File: src/rtl/cp0_pkg.sv
// cp0_pkg: register indices, SR/Cause field positions and exception codes
// shared by the cp0_ext coprocessor and its timer.
package cp0_pkg;

  localparam logic [4:0] REG_BADVADDR = 5'd8;
  localparam logic [4:0] REG_COUNT    = 5'd9;
  localparam logic [4:0] REG_COMPARE  = 5'd11;
  localparam logic [4:0] REG_SR       = 5'd12;
  localparam logic [4:0] REG_CAUSE    = 5'd13;
  localparam logic [4:0] REG_EPC      = 5'd14;
  localparam logic [4:0] REG_PRID     = 5'd15;

  localparam int SR_IE_BIT    = 0;
  localparam int SR_EXL_BIT   = 1;
  localparam int SR_IM_LO     = 10;
  localparam int SR_IM_HI     = 15;

  localparam int CAUSE_EXC_LO = 2;
  localparam int CAUSE_EXC_HI = 6;
  localparam int CAUSE_IP_LO  = 10;
  localparam int CAUSE_IP_HI  = 15;
  localparam int CAUSE_TI_BIT = 30;
  localparam int CAUSE_BD_BIT = 31;

  // Width of the IM/IP fields; external lines and the timer share them.
  localparam int N_IRQ_LINES  = 6;

  typedef enum logic [4:0] {
    EXC_INT     = 5'd0,
    EXC_ADEL    = 5'd4,
    EXC_ADES    = 5'd5,
    EXC_SYSCALL = 5'd8,
    EXC_RI      = 5'd10,
    EXC_OV      = 5'd12
  } exc_code_e;

  // Address-error exceptions are the only ones that latch BadVAddr.
  function automatic logic is_addr_exc(input logic [4:0] code);
    return (code == EXC_ADEL) || (code == EXC_ADES);
  endfunction

endpackage

File: src/rtl/cp0_timer.sv
// cp0_timer: free-running Count, Compare and the sticky timer-interrupt flag.
module cp0_timer
  import cp0_pkg::*;
(
  input  logic        clk,
  input  logic        reset_n,
  input  logic        we_count,
  input  logic        we_compare,
  input  logic [31:0] din,
  output logic [31:0] count,
  output logic [31:0] compare,
  output logic        ti
);

  logic [31:0] count_inc;

  assign count_inc = count + 32'd1;

  // Count increments (wrapping) unless software loads it.
  always_ff @(posedge clk or negedge reset_n) begin
    if (!reset_n) begin
      count <= '0;
    end else if (we_count) begin
      count <= din;
    end else begin
      count <= count_inc;
    end
  end

  // Compare only changes on an mtc0 write.
  always_ff @(posedge clk or negedge reset_n) begin
    if (!reset_n) begin
      compare <= '0;
    end else if (we_compare) begin
      compare <= din;
    end
  end

  // TI sets when the incremented count reaches Compare; a Compare write
  // acknowledges it and takes precedence over a coincident match.
  always_ff @(posedge clk or negedge reset_n) begin
    if (!reset_n) begin
      ti <= 1'b0;
    end else if (we_compare) begin
      ti <= 1'b0;
    end else if (!we_count && (count_inc == compare)) begin
      ti <= 1'b1;
    end
  end

endmodule

File: src/rtl/cp0_ext.sv
// cp0_ext: system-control coprocessor (SR, Cause, EPC, PrID, BadVAddr and an
// optional Count/Compare timer) attached at the M stage.
// Build option: define CP0_TIMER_EN to include the Count/Compare timer;
// without it indices 9 and 11 read 0 and the timer interrupt is tied off.
module cp0_ext
  import cp0_pkg::*;
#(
  parameter int          N_HWINT    = 6,
  parameter int          TIMER_LINE = 5,
  parameter logic [31:0] PRID       = 32'h1CC0_0001
) (
  input  logic               clk,
  input  logic               reset_n,
  input  logic               WE,
  input  logic [4:0]         A1,
  input  logic [4:0]         A2,
  input  logic [31:0]        DIn,
  output logic [31:0]        DOut,
  input  logic               BDIn,
  input  logic [31:0]        VPC,
  input  logic [4:0]         ExcCodeIn,
  input  logic [31:0]        BadVAddrIn,
  input  logic [N_HWINT-1:0] HWInt,
  input  logic               EXLClr,
  output logic               Req,
  output logic [31:0]        EPCOut,
  output logic               TimerIrq
);

  if (N_HWINT < 1 || N_HWINT > N_IRQ_LINES) begin : g_bad_hwint
    $error("cp0_ext: N_HWINT must be 1..6");
  end
  if (TIMER_LINE < 0 || TIMER_LINE > N_IRQ_LINES - 1) begin : g_bad_timer_line
    $error("cp0_ext: TIMER_LINE must be 0..5");
  end

  logic [N_IRQ_LINES-1:0] sr_im;
  logic                   sr_exl;
  logic                   sr_ie;
  logic                   cause_bd;
  logic [N_IRQ_LINES-1:0] cause_ip;
  logic [4:0]             cause_exc;
  logic [31:0]            epc;
  logic [31:0]            bad_vaddr;

  logic [N_IRQ_LINES-1:0] hw_ext;
  logic [N_IRQ_LINES-1:0] pend;
  logic                   ti;
  logic                   int_req;
  logic                   exc_req;
  logic                   req;
  logic                   we_sr;
  logic                   we_epc;
  logic [31:0]            sr_word;
  logic [31:0]            cause_word;

  assign we_sr  = WE && (A2 == REG_SR);
  assign we_epc = WE && (A2 == REG_EPC);

  // Zero-extend the external lines onto the 6-bit IP field.
  always_comb begin
    hw_ext              = '0;
    hw_ext[N_HWINT-1:0] = HWInt;
  end

`ifdef CP0_TIMER_EN
  logic [31:0] count;
  logic [31:0] compare;

  cp0_timer u_timer (
    .clk        (clk),
    .reset_n    (reset_n),
    .we_count   (WE && (A2 == REG_COUNT)),
    .we_compare (WE && (A2 == REG_COMPARE)),
    .din        (DIn),
    .count      (count),
    .compare    (compare),
    .ti         (ti)
  );

  assign pend = hw_ext | (N_IRQ_LINES'(ti) << TIMER_LINE);
`else
  assign ti   = 1'b0;
  assign pend = hw_ext;
`endif

  assign int_req = |(pend & sr_im) & sr_ie & ~sr_exl;
  assign exc_req = (ExcCodeIn != 5'd0) & ~sr_exl;
  // Gated by reset so the pipeline sees no request while the block is held.
  assign req     = reset_n & (int_req | exc_req);

  assign Req      = req;
  assign EPCOut   = epc;
  assign TimerIrq = ti;

  // SR: software write first, then eret clear, then exception entry forces EXL.
  always_ff @(posedge clk or negedge reset_n) begin
    if (!reset_n) begin
      sr_im  <= '0;
      sr_exl <= 1'b0;
      sr_ie  <= 1'b0;
    end else begin
      if (we_sr) begin
        sr_im  <= DIn[SR_IM_HI:SR_IM_LO];
        sr_exl <= DIn[SR_EXL_BIT];
        sr_ie  <= DIn[SR_IE_BIT];
      end else if (EXLClr) begin
        sr_exl <= 1'b0;
      end
      if (req) begin
        sr_exl <= 1'b1;
      end
    end
  end

  // Cause: IP tracks pending lines every cycle; BD/ExcCode latch on entry.
  always_ff @(posedge clk or negedge reset_n) begin
    if (!reset_n) begin
      cause_ip  <= '0;
      cause_bd  <= 1'b0;
      cause_exc <= '0;
    end else begin
      cause_ip <= pend;
      if (req) begin
        cause_bd  <= BDIn;
        cause_exc <= int_req ? EXC_INT : ExcCodeIn;
      end
    end
  end

  // EPC: exception entry beats a software write in the same cycle.
  always_ff @(posedge clk or negedge reset_n) begin
    if (!reset_n) begin
      epc <= '0;
    end else if (req) begin
      epc <= BDIn ? (VPC - 32'd4) : VPC;
    end else if (we_epc) begin
      epc <= DIn;
    end
  end

  // BadVAddr: only an address error that actually wins the request latches.
  always_ff @(posedge clk or negedge reset_n) begin
    if (!reset_n) begin
      bad_vaddr <= '0;
    end else if (req && !int_req && is_addr_exc(ExcCodeIn)) begin
      bad_vaddr <= BadVAddrIn;
    end
  end

  // Assemble SR and Cause read words with unimplemented bits at 0.
  always_comb begin
    sr_word                        = '0;
    sr_word[SR_IM_HI:SR_IM_LO]     = sr_im;
    sr_word[SR_EXL_BIT]            = sr_exl;
    sr_word[SR_IE_BIT]             = sr_ie;
    cause_word                     = '0;
    cause_word[CAUSE_BD_BIT]       = cause_bd;
    cause_word[CAUSE_TI_BIT]       = ti;
    cause_word[CAUSE_IP_HI:CAUSE_IP_LO]   = cause_ip;
    cause_word[CAUSE_EXC_HI:CAUSE_EXC_LO] = cause_exc;
  end

  // mfc0 read mux; no bypass of a same-cycle write.
  always_comb begin
    DOut = '0;
    case (A1)
      REG_BADVADDR: DOut = bad_vaddr;
`ifdef CP0_TIMER_EN
      REG_COUNT:    DOut = count;
      REG_COMPARE:  DOut = compare;
`endif
      REG_SR:       DOut = sr_word;
      REG_CAUSE:    DOut = cause_word;
      REG_EPC:      DOut = epc;
      REG_PRID:     DOut = PRID;
      default:      DOut = '0;
    endcase
  end

endmodule

File: config.mk
export PLATFORM = sky130hd
export DESIGN_NAME = cp0_ext
export DESIGN_NICKNAME = d
export VERILOG_FILES = /design/src/rtl/cp0_pkg.sv /design/src/rtl/cp0_timer.sv /design/src/rtl/cp0_ext.sv
export SDC_FILE = /design/constraint.sdc
export NUM_CORES = 1
export LEC_CHECK = 0
export ABC_AREA = 1
export BUFFER_PORTS_ARGS = -buffer_cell sky130_fd_sc_hd__buf_2
export CORE_MARGIN = 5
export CORE_UTILIZATION = 50
export CTS_CLUSTER_DIAMETER = 50
export DETAILED_ROUTE_END_ITERATION = 8
export HOLD_SLACK_MARGIN = 0.08
export PLACE_DENSITY_LB_ADDON = 0.2
export SYNTH_ARGS = -nofsm -noshare
export SYNTH_HDL_FRONTEND = slang
export SYNTH_HIERARCHICAL = 1
export SYNTH_SLANG_ARGS = --single-unit
File: constraint.sdc
create_clock -name clk -period 1.6 [get_ports clk]
set_clock_uncertainty 0.05 [all_clocks]
set_input_delay 0.08 -clock clk [delete_from_list [all_inputs] [get_ports clk]]
set_output_delay 0.08 -clock clk [all_outputs]
set_load 0.02 [all_outputs]
### Yosys cells after proc, flatten, opt, wreduce, memory -nomap -nowiden

Index checks and enable logic that the tools add are counted.

| word-level totals | value |
|---|---|
| flip-flop bits (word level) | 84 |
| input port bits | 122 |
| word-level logic and storage cells | 43 |
| output and inout bits | 66 |

| cells by class | value |
|---|---|
| $add $sub $neg | 1 |
| reduce and logical (&&, ||, !) cells | 10 |
| eq/ne operators | 9 |
| mux-type cells | 8 |
| bitwise gates (word level) | 7 |

Operators with widths:

| operator | number |
|---|---|
| $pmux 32 s5 | 1 |
| $mux 32 | 3 |
| $eq 5x4->1 const B | 7 |
| $sub 32x3->32 const B | 1 |
| $eq 5x3->1 const B | 2 |
| $and 6x6->6 | 1 |
| $reduce_or 6->1 | 1 |
| $mux 5 | 1 |
| $reduce_bool 5->1 | 1 |
| $and 1x1->1 | 4 |
| $logic_and 1x1->1 | 4 |
| $mux 1 | 3 |
| $reduce_bool 3->1 | 1 |
| $reduce_bool 2->1 | 1 |
| $logic_not 1->1 | 1 |
| $logic_or 1x1->1 | 1 |
| $not 1->1 | 1 |
| $or 1x1->1 | 1 |

### Depth between registers and ports, before layout

| logic depth | value |
|---|---|
| depth in word-level cells | 8 |
| depth in mapped cells | 13 |
| depth with buffers taken out | 13 |

### Worst setup path after synthesis

Ideal clock, no wire load.

| path | value |
|---|---|
| kind | flip-flop to flip-flop |
| start point | register sr_im[2] |
| end point | register bad_vaddr[10] |
| stages on the path, launching flop included | 12 |
| library setup time | 0.117 ns |
| arrival | 1.266 ns |
| data required time | 1.433 ns |
| path slack | 0.167 ns |
| path buffers | 1 |
| cells stage by stage | dfrtp_1 > nand2_1 > inv_1 > nor2_2 > nand2_2 > nand2_4 > nand3_4 > inv_4 > nand3_4 > buf_6 > nand2_2 > o21ai_2 |

| on the way | value |
|---|---|
| word-level cells in the longest chain between the ends | 8 |
| elaborated cells between the ends (all ways) | 9 |

Ends and longest elaborated chain:

| element | RTL line | text |
|---|---|---|
| from (decl) | cp0_ext.sv:37 | `logic [N_IRQ_LINES-1:0] sr_im;` |
| from (signal assigned) | cp0_ext.sv:104 | `sr_im <= DIn[SR_IM_HI:SR_IM_LO];` |
| $and 6x6->6 (*) | cp0_ext.sv:87 | `assign int_req = \|(pend & sr_im) & sr_ie & ~sr_exl;` |
| $reduce_or 6->1 (*) | cp0_ext.sv:87 |  |
| $and 1x1->1 (*) (2 in a row) | cp0_ext.sv:87 |  |
| $or 1x1->1 | cp0_ext.sv:90 | `assign req = reset_n & (int_req \| exc_req);` |
| $and 1x1->1 | cp0_ext.sv:90 |  |
| $logic_and 1x1->1 (*) (2 in a row) | cp0_ext.sv:146 | `end else if (req && !int_req && is_addr_exc(ExcCodeIn)) begin` |
| to (signal assigned) | cp0_ext.sv:147 | `bad_vaddr <= BadVAddrIn;` |
| to (decl) | cp0_ext.sv:44 | `logic [31:0] bad_vaddr;` |

Mark *: on every way between the ends. The rest lies on a longest branch, timed or not.
A chain may end at the register's enable or synchronous reset.

### Worst setup path after layout

Ends and elaborated chain as after synthesis.

==> results by group <==
Clock network
  – Clock root buffer: sky130_fd_sc_hd__clkbuf_8
  – CTS Buffer Depth: 2
  – Number of clock sinks: 84
  – Max H-tree Level: 3
  – Register clock-pin slew on the reported worst setup and hold paths: 0.09 ns
  – CTS buffer count: 9
  – Clock tree from TritonCTS: yes
  – Worst-skew pair later-pin latency: 0.35 ns

Pwr
  – VDD IR max: 0.6031 mV
  – Ratio of total power to cell area: 881.1 mW/mm2
  – Power consumption: 7187 uW
  – Static leakage: 0.004266 uW

Floorplan
  – Top-Level Pins: 188
  – Cell Rows: 38
  – Initial core utilization: 50.39%
  – Y dimension of the die: 113.8 um
  – Die W: 113.8 um
  – Area of the die: 0.01296 mm2
  – Placeable core area: 0.01070 mm2

Routing
  – Count of TritonRoute iterations in the first routing pass: 5
  – Via count of the routed design: 6210
  – Vias per cell: 5.317
  – Final Routed Wirelength: 21.26 mm
  – Drc violations: 0
  – Residual antenna-violating net count after detailed routing: 0
  – DR WL/cell: 18.20 um
  – Iteration-0 DRC Markers: 621

Logic synthesis
  – Area share of xor/xnor cells in the synthesized design: 1.787%
  – Largest family of logic cells by synthesized area: simple AND/OR/NAND/NOR gates
  – Post-synthesis adder-cell area fraction: 0.2321%
  – Post-synthesis simple-gate area fraction: 34.24%
  – Yosys warning count: 6
  – Count of flip-flops with a built-in enable after synthesis: 0
  – Post-synthesis average cell area: 7.476 um2
  – Compound-cell area share of the yosys netlist: 13.42%
  – Sequential fraction of the synthesis area: 39.00%
  – Netlist cell types: 40
  – Number of register bits inferred by synthesis: 84
  – Post-Syn Area: 0.005390 mm2
  – Syn nets: 844
  – Mapped Cells: 721
  – Async set-reset flop share out of synthesis: 100.0%
  – Fraction of synthesized area in multiplexers: 0.6267%
  – Most instantiated flip-flop cell in the synthesis netlist: sky130_fd_sc_hd__dfrtp_1

Global routing
  – Pin count of the biggest net entering global routing: 85
  – Number of antenna violations at the first check in global routing: 2
  – First-pass GRT wire length: 30.17 mm
  – Vias in the first global route: 6211
  – Total routing usage reported by global routing: 28.98%
  – Total gr overflow: 0

Worst setup path
  – Maximum fanout along the worst path: 6
  – Critical path type: reg -> reg
  – FF-to-FF Start: sr_im[2]
  – Setup crit end kind: flip-flop
  – Worst reg-to-reg path cell count: 12
  – Worst reg2reg path endpoint: bad_vaddr[10]
  – Worst endpoint data arrival time: 1.85 ns
  – Worst reg-to-reg setup slack: -0.05 ns
  – Data required time of the worst path: 1.80 ns
  – Launching element type of the critical path: flip-flop
  – Crit. Startpoint: sr_im[2]

Final layout
  – Final Util: 76.25%
  – FILL cells: 784
  – Fin cells: 1168
  – Reg area: 0.002102 mm2
  – Area growth from synthesis to layout: 51.32%
  – Share of cells above drive strength 1: 34.99%
  – Area of the multi-input gates: 0.002923 mm2
  – Finished layout cell area: 0.008157 mm2
  – Post-layout nets: 1144

STA
  – Least-Margin Pin Slew: 0.6073 ns
  – Setup violators final: 26
  – Final period demand of the worst path: 1.652 ns
  – Final-report max-slew violation count: 0
  – Max-Slew Margin vs Limit: 59.36%
  – Achievable Freq: 605.3 MHz
  – Final period util: 103.3%
  – RSZ-0062 raised after global routing: yes
  – Setup slack of the critical path after layout: -0.05201 ns
  – Final Hold Fails: 0

Min path
  – Path category of the worst min-delay check: in -> reg
  – End of the worst hold path: EPCOut[22]
  – Startpoint of the lowest-slack hold path: VPC[22]
  – Hold-critical path depth: 5

Placed design
  – Cell Area, Placed: 0.006465 mm2
  – Global placement routability congestion: 0.8921
  – Number of port buffers: 186
  – Cell total after placement: 1038
  – Detailed placer's ending HPWL: 13.60 mm

Run status
  – Outcome: complete, but fails checks
  – Failing checks: negative setup slack

Job
  – Max-Cap Viols: 0
state kept, by name, summed over array words and instances, names as in the netlist:
signal	count
bad_vaddr	32
cause_exc	5
sr_ie	1
cause_ip	6
EPCOut	32
cause_bd	1
sr_exl	1
sr_im	6
Yosys cell counts (5+ instances only):
library cell | instances | area [um2]
sky130_fd_sc_hd__xnor2_1 | 5 | 43.79
sky130_fd_sc_hd__o21ai_2 | 33 | 289.0
sky130_fd_sc_hd__o21ai_0 | 17 | 85.08
sky130_fd_sc_hd__inv_1 | 82 | 307.8
sky130_fd_sc_hd__a22o_1 | 16 | 140.1
sky130_fd_sc_hd__xor2_1 | 6 | 52.55
sky130_fd_sc_hd__nor2_1 | 57 | 214.0
sky130_fd_sc_hd__nand2_2 | 35 | 219.0
sky130_fd_sc_hd__nor2_2 | 11 | 68.82
sky130_fd_sc_hd__nand2_1 | 238 | 893.4
sky130_fd_sc_hd__dfrtp_1 | 84 | 2102
sky130_fd_sc_hd__o21ai_1 | 21 | 105.1
sky130_fd_sc_hd__buf_2 | 7 | 35.03
sky130_fd_sc_hd__buf_6 | 16 | 180.2
sky130_fd_sc_hd__a221o_1 | 5 | 50.05
sky130_fd_sc_hd__nand3_1 | 35 | 175.2
sky130_fd_sc_hd__nand4_1 | 14 | 87.58
worst max-delay path, stage by stage, from the launching register on:
cell,delay [ns]
sky130_fd_sc_hd__dfrtp_1,0.40
sky130_fd_sc_hd__nand2_1,0.07
sky130_fd_sc_hd__inv_1,0.04
sky130_fd_sc_hd__nor2_2,0.11
sky130_fd_sc_hd__nand2_2,0.07
sky130_fd_sc_hd__nand2_4,0.10
sky130_fd_sc_hd__nand3_4,0.09
sky130_fd_sc_hd__inv_4,0.08
sky130_fd_sc_hd__nand3_4,0.09
sky130_fd_sc_hd__buf_12,0.16
sky130_fd_sc_hd__clkbuf_16,0.18
sky130_fd_sc_hd__nand2_4,0.06
sky130_fd_sc_hd__o21ai_2,0.04
layer usage:
| layer | track usage, % | vias up | part of all wire, % |
|---|---|---|---|
| met5 | 0 | - | 0 |
| met4 | 9.976 | 0 | 3.6 |
| met3 | 5.411 | 59 | 8.1 |
| met2 | 50.65 | 320 | 50 |
| met1 | 35.96 | 2946 | 39 |
| li1 | - | 2885 | - |
per-stage QoR:
step,worst slack (ns),setup TNS (ns),hold WS [ns]
6_report,-0.05201,-0.7425,0.09414
2_1_floorplan,0.1674,0,-0.2656
3_3_place_gp,-0.008107,-0.008107,0.09730
5_1_grt,-0.1296,-4.201,0.1019
3_5_place_dp,-0.001161,-0.001161,0.1109
4_1_cts,-0.03121,-0.03121,0.08055
final cells by class:
cell class,count,area share (%)
antenna,2,0.06136
clock inverter,6,0.7670
clock buffer,10,1.687
tap,140,2.148
sequential,84,25.77
timing repair inverter,2,0.3068
timing repair buffer,314,29.15
multi-input combinational,522,35.83
inverter,88,4.280
layout by cell type, fill, tap and decap left out, drive strengths merged:
cell,Yosys,layout
inv,87,88
buf,24,221
bufinv,0,1
xor2,6,6
or3,1,1
diode,0,2
dlygate4sd3,0,87
or2,1,1
mux2,3,3
a221o,5,5
nand3b,2,2
ha,1,1
nand2,275,275
o21bai,1,1
a21oi,3,3
clkinv,1,7
a21boi,1,1
conb,1,1
nor3,3,3
nand3,39,39
o21ai,71,71
nand4,15,15
nor4,1,1
xnor2,5,5
clkbuf,3,16
nor2,71,71
dfrtp,84,84
a22o,16,16
o2111ai,1,1
logic make-up (layout without fill, tap and decap cells):
family                     after synthesis  after routing
other                                    1              3
DFF                                     84             84
and+or+nand+nor                        408            408
AOI/OAI and AO/OA                       98             98
adders and majority gates                1              1
xor gates and xnor gates                11             11
muxes                                    3              3
buffers and inverters                  115            420
how the worst max path moves through the flow:
| stage | endpoint | slack, ns |
|---|---|---|
| after floorplan | bad_vaddr[10] | 0.17 |
| after global placement | EPCOut[29] | -0.008 |
| after detailed placement | EPCOut[29] | -0.001 |
| after CTS | Req | -0.03 |
| after global routing | EPCOut[11] | -0.13 |
| final | bad_vaddr[10] | -0.05 |
what timing repair did:
| item | 4_1_cts | 5_1_grt |
|---|---|---|
| hold buffers | 87 | 0 |
| pin swaps | 3 | 4 |
| endpoints found under the setup margin | 17 | 65 |
| hold endpoints to repair | 167 | 0 |
| setup buffers | 6 | 7 |
| cloned | 1 | 11 |
| gates resized for setup | 9 | 53 |
power by group:
part / total [uW] / leakage [uW] / switching [uW] / internal, uW
clock: 1570 / 0.000106 / 806 / 765
combinational: 2500 / 0.00313 / 1370 / 1120
sequential: 3120 / 0.00103 / 506 / 2610
Note: power is estimated with default switching activity, not from simulation.
